<file path="config.mk">
export PLATFORM = sky130hd
export DESIGN_NAME = bcd_count_ctrl
export DESIGN_NICKNAME = d
export VERILOG_FILES = /design/src/rtl/bcd_pkg.sv /design/src/rtl/bcd_digit.sv /design/src/rtl/bcd_count_ctrl.sv
export SDC_FILE = /design/constraint.sdc
export NUM_CORES = 1
export LEC_CHECK = 0
export CAP_MARGIN = 25
export CORE_UTILIZATION = 34
export CTS_BUF_LIST = sky130_fd_sc_hd__clkbuf_4
export CTS_CLUSTER_SIZE = 24
export DETAILED_ROUTE_END_ITERATION = 7
export GPL_ROUTABILITY_DRIVEN = 0
export PLACE_DENSITY = 0.56
export SLEW_MARGIN = 15
export SYNTH_ARGS = -nofsm -noshare
export SYNTH_HDL_FRONTEND = slang
export SYNTH_SLANG_ARGS = --single-unit
</file>
<file path="constraint.sdc">
create_clock -name clk -period 4.7 [get_ports clk]
set_input_delay 0.94 -clock clk [delete_from_list [all_inputs] [get_ports clk]]
set_output_delay 0.94 -clock clk [all_outputs]
set_load 0.005 [all_outputs]
</file>
<file path="src/rtl/bcd_pkg.sv">
// Shared definitions for the BCD counter controller: FSM states and digit limits.
package bcd_pkg;

  typedef enum logic [1:0] {
    ST_IDLE  = 2'd0,
    ST_RUN   = 2'd1,
    ST_PAUSE = 2'd2,
    ST_DONE  = 2'd3
  } bcd_state_t;

  localparam logic [3:0] DIGIT_MAX = 4'd9;

  function automatic logic bcd_digit_ok(input logic [3:0] d);
    return (d <= DIGIT_MAX);
  endfunction

endpackage

</file>
<file path="src/rtl/bcd_digit.sv">
// One BCD digit of the increment chain: adds carry-in, wraps 9 -> 0 with carry-out.
module bcd_digit
  import bcd_pkg::*;
(
  input  logic [3:0] i_d,
  input  logic       i_ci,
  output logic [3:0] o_q,
  output logic       o_co
);

  logic w_at_max;

  assign w_at_max = (i_d == DIGIT_MAX);
  assign o_co     = i_ci & w_at_max;
  assign o_q      = !i_ci ? i_d : (w_at_max ? 4'd0 : i_d + 4'd1);

endmodule

</file>
<file path="src/rtl/bcd_count_ctrl.sv">
// BCD up-counter controller with preset load, terminal-count compare and auto-reload.
//
// state    | meaning
// ---------+------------------------------------------------------------
// ST_IDLE  | cleared or after reset; waiting for start
// ST_RUN   | counting one step per cycle with tick high
// ST_PAUSE | stopped from RUN; start resumes from the held count
// ST_DONE  | target reached with auto_reload=0; start reloads the preset
module bcd_count_ctrl
  import bcd_pkg::*;
#(
  parameter int NDIG = 4
) (
  input  logic              clk,
  input  logic              reset,
  input  logic              cmd_start,
  input  logic              cmd_stop,
  input  logic              cmd_clear,
  input  logic              cmd_load,
  input  logic [4*NDIG-1:0] load_val,
  input  logic [4*NDIG-1:0] target,
  input  logic              auto_reload,
  input  logic              tick,
  output logic [4*NDIG-1:0] count,
  output logic              busy,
  output logic              done,
  output logic              wrap,
  output logic              load_err
);

  bcd_state_t        r_state, w_state_nxt;
  logic [4*NDIG-1:0] r_count, w_count_nxt;
  logic [4*NDIG-1:0] r_preset, w_preset_nxt;
  logic              r_busy, r_done, r_wrap, r_load_err;
  logic              w_done_nxt, w_wrap_nxt, w_load_err_nxt;

  logic [4*NDIG-1:0] w_inc;
  logic [NDIG:0]     w_carry;
  logic              w_load_ok;

  assign w_carry[0] = 1'b1;

  for (genvar g = 0; g < NDIG; g++) begin : g_digit
    bcd_digit u_digit (
      .i_d  (r_count[4*g +: 4]),
      .i_ci (w_carry[g]),
      .o_q  (w_inc[4*g +: 4]),
      .o_co (w_carry[g+1])
    );
  end

  always_comb begin
    w_load_ok = 1'b1;
    for (int i = 0; i < NDIG; i++) begin
      if (!bcd_digit_ok(load_val[4*i +: 4])) w_load_ok = 1'b0;
    end
  end

  always_comb begin
    w_state_nxt    = r_state;
    w_count_nxt    = r_count;
    w_preset_nxt   = r_preset;
    w_done_nxt     = 1'b0;
    w_wrap_nxt     = 1'b0;
    w_load_err_nxt = 1'b0;

    if (cmd_clear) begin
      w_state_nxt = ST_IDLE;
      w_count_nxt = '0;
    end else if (cmd_load) begin
      if (w_load_ok) begin
        w_preset_nxt = load_val;
        w_count_nxt  = load_val;
      end else begin
        w_load_err_nxt = 1'b1;
      end
    end else if (cmd_stop) begin
      if (r_state == ST_RUN) w_state_nxt = ST_PAUSE;
    end else if (cmd_start && r_state != ST_RUN) begin
      // Start while running falls through so a coincident tick still counts.
      w_state_nxt = ST_RUN;
      if (r_state == ST_DONE) w_count_nxt = r_preset;
    end else if (r_state == ST_RUN && tick) begin
      w_wrap_nxt  = w_carry[NDIG];
      w_count_nxt = w_inc;
      if (w_inc == target) begin
        w_done_nxt = 1'b1;
        if (auto_reload) begin
          w_count_nxt = r_preset;
        end else begin
          w_count_nxt = target;
          w_state_nxt = ST_DONE;
        end
      end
    end
  end

  always_ff @(posedge clk) begin
    if (reset) begin
      r_state    <= ST_IDLE;
      r_count    <= '0;
      r_preset   <= '0;
      r_busy     <= 1'b0;
      r_done     <= 1'b0;
      r_wrap     <= 1'b0;
      r_load_err <= 1'b0;
    end else begin
      r_state    <= w_state_nxt;
      r_count    <= w_count_nxt;
      r_preset   <= w_preset_nxt;
      r_busy     <= (w_state_nxt == ST_RUN);
      r_done     <= w_done_nxt;
      r_wrap     <= w_wrap_nxt;
      r_load_err <= w_load_err_nxt;
    end
  end

  assign count    = r_count;
  assign busy     = r_busy;
  assign done     = r_done;
  assign wrap     = r_wrap;
  assign load_err = r_load_err;

endmodule
</file>
==> metrics.txt <==
Max Slew Vio Count=0; multi-input logic area=around 0.0022 mm^2; most common cell after layout, fill and taps aside=clkdlybuf4s50_1; Residual DRC=0; Pwr Density=roughly 170 mW/mm^2; worst ir drop on vdd=approximately 0.14 mV; IO buf count=59; Slew headroom=36.64%; H-Tree Level Count=2; CP cell instances=nand4bb_2 -> nor4_1 -> xnor2_1 -> a2bb2oi_1 -> a21boi_0 -> and3_1 -> mux2_2 -> a21boi_1; post-cts sizing count=0; Worst EP required=roughly 5000 ps; CP Capture Type=flip-flop; sequential-to-total area share from yosys stat=23.83%; post-synth design cell area=approximately 0.0032 mm^2; DR WL/cell=approximately 19 um; Post-synth top flop=dfxtp_1; ant diodes=0; ANT nets after route=0; final hold viol count=0; ratio of cells with drive above 1 in the final layout=11.54%; Num CTS Buffers=5; most frequent cells in the layout=clkdlybuf4s50_1 (59), o21ai_0 (39), dfxtp_1 (38); startpoint types=flip-flop; vias in the first global route=between 2k and 3k; leak pwr=around 1.4 nW; slowest CP cell=and3_1; P_sw=roughly 0.2 mW; worst-margin pin slew=around 950 ps; fin area=~0.0039 mm^2; Int Power=about 0.46 mW; hold_ws=between 500 and 600 ps; die area=just under 0.01 mm^2; max cap viols=0; synth-to-layout area growth=21.76%; NumNets Final=just under 500; Crit path largest cell delay=~660 ps; Clock Path Buffers=2; Final min period=3916 ps; Worst path top cell family by delay=simple AND/OR/NAND/NOR gates; asr flop ratio synth=0%; largest net degree at the start of global routing=20; DR pass1 iterations=4; global-route wire length before repair=around 16 mm; # rows=34; Starting Density=approximately 36%; combinational power share=a little under a quarter; Root Driver=clkbuf_4; WS Path Type=flip-flop to flip-flop; Clk pwr share=~25%; post-synth cell types=68; area of placed instances=between 0.003 and 0.004 mm^2; die width=between 90 and 100 um; Fin Setup TNS=0 ps; Net Sw Frac=30.43%; CTS clock-pin slew for the worst setup and hold paths=between 100 and 150 ps; initial drt markers=~230; min-delay worst type=flip-flop to flip-flop; Post-synth EDFFs=0; Die Y=just under 100 um; fill count=907; Post-CTS Setup Bufs=0; Post-Syn Nets=440; Yosys warning count=0; Final setup viols=0; All-Layer GR Usage=a little over a fifth; Core ar.=a little under 0.009 mm^2; Setup Skew=18.75 ps; part of the power in registers=51.6%; CTS sink count=38; hold_buf cts=0; Sequential Area=between 700 and 800 um^2; CP max FO=16; RSZ-0062 raised after global routing=no; Mapped Cells=between 300 and 400; routed vias=roughly 3.2k; FF+latch count, synth=38; status=complete, no violations; Post-Syn Area per Cell=between 8 and 9 um^2; crit path buf inv count=0; routed vias/inst=5.849; antenna violations before repair=0; num ports=60; Pwr Total=0.6575 mW; Post-Route WL=approximately 10 mm; CP arrival=roughly 4200 ps; fmax=between 200 and 300 MHz; crit share post-route=83.32%; DP Wirelength=7.859 mm; Worst-Skew Late Latency=around 350 ps; GRT overflow=0; CTS tree=done
-- area by class of cell --
cell class | instances | share of cell area (%)
timing repair buffer | 69 | 17.13
sequential | 38 | 19.58
tap | 108 | 3.477
clock inverter | 2 | 0.2576
inverter | 10 | 0.9659
clock buffer | 5 | 0.9659
multi-input combinational | 318 | 57.63
-- routing by layer --
layer / routed length, um / global-route usage (%) / vias to the layer above
met5: 0 / 0 / -
met4: 138 / 6.085 / 0
met3: 622 / 2.766 / 10
met2: 4487 / 33.03 / 89
met1: 5011 / 30.16 / 1518
li1: - / - / 1600
-- worst reg2reg max path, stage by stage (launching register included) --
cell,delay (ps)
dfxtp_1,610
nand4bb_2,460
nor4_1,630
xnor2_1,230
a2bb2oi_1,170
a21boi_0,550
and3_1,660
mux2_2,410
a21boi_1,140
-- cell families (layout without fill, tap and decap cells) --
family	count (synthesis)	count (layout)	share of synthesized area, %
compound gates	142	142	30.73
simple gates	127	127	23.80
flops	38	38	23.83
buf+inv	38	86	5.997
mux	35	35	11.09
xor+xnor	8	8	2.195
fa+ha+maj	6	6	2.352
-- path summary, 6_finish.rpt --
path / endpoint / from / depth (start not counted) / slack (ps)
worst max-delay path: count[14]$_SDFFE_PP0P_ / count[0]$_SDFFE_PP0P_ / 8 / 780
worst max register to register: count[14]$_SDFFE_PP0P_ / count[0]$_SDFFE_PP0P_ / 8 / 780
worst min-delay path: r_preset[10]$_SDFFE_PP0P_ / r_preset[10]$_SDFFE_PP0P_ / 2 / 560
worst min register to register: r_preset[10]$_SDFFE_PP0P_ / r_preset[10]$_SDFFE_PP0P_ / 2 / 560
-- cells in the mapped netlist, types with 7 or more instances --
library cell / instances / area share [%]
inv_1: 10 / 1.2
a21oi_1: 27 / 4.2
mux2i_1: 32 / 10
and3_1: 9 / 1.8
a21boi_0: 7 / 1.6
nand3_1: 14 / 2.2
a221oi_1: 17 / 4.7
o21ai_2: 9 / 2.5
clkbuf_1: 17 / 2.0
nor2_1: 35 / 4.1
nand2_1: 16 / 1.9
o21ai_0: 39 / 6.1
dfxtp_1: 38 / 24
-- stage by stage --
step / cells / setup slack (ps) / util (%)
2_1_floorplan: 394 / 1639 / -
3_3_place_gp: 543 / 756.7 / 43.17
3_5_place_dp: 543 / 709.5 / 43.17
4_1_cts: 550 / 835.7 / 43.71
5_1_grt: 550 / 591.7 / 43.71
6_report: 550 / 784.1 / 43.71
-- power groups by stage --
stage | combinational, mW | clock (mW) | sequential (mW)
3_5_place_dp | 0.152 | 0 | 0.346
4_1_cts | 0.153 | 0.170 | 0.339
2_1_floorplan | 0.0810 | 0 | 0.341
3_3_place_gp | 0.151 | 0 | 0.346
6_report | 0.153 | 0.165 | 0.339
5_1_grt | 0.166 | 0.181 | 0.340
-- flip-flops by register name, indices dropped and copies added (netlist names) --
register,cells
r_preset,16
wrap,1
done,1
busy,1
load_err,1
count,16
r_state,2
Note: power is estimated with default switching activity, not from simulation.
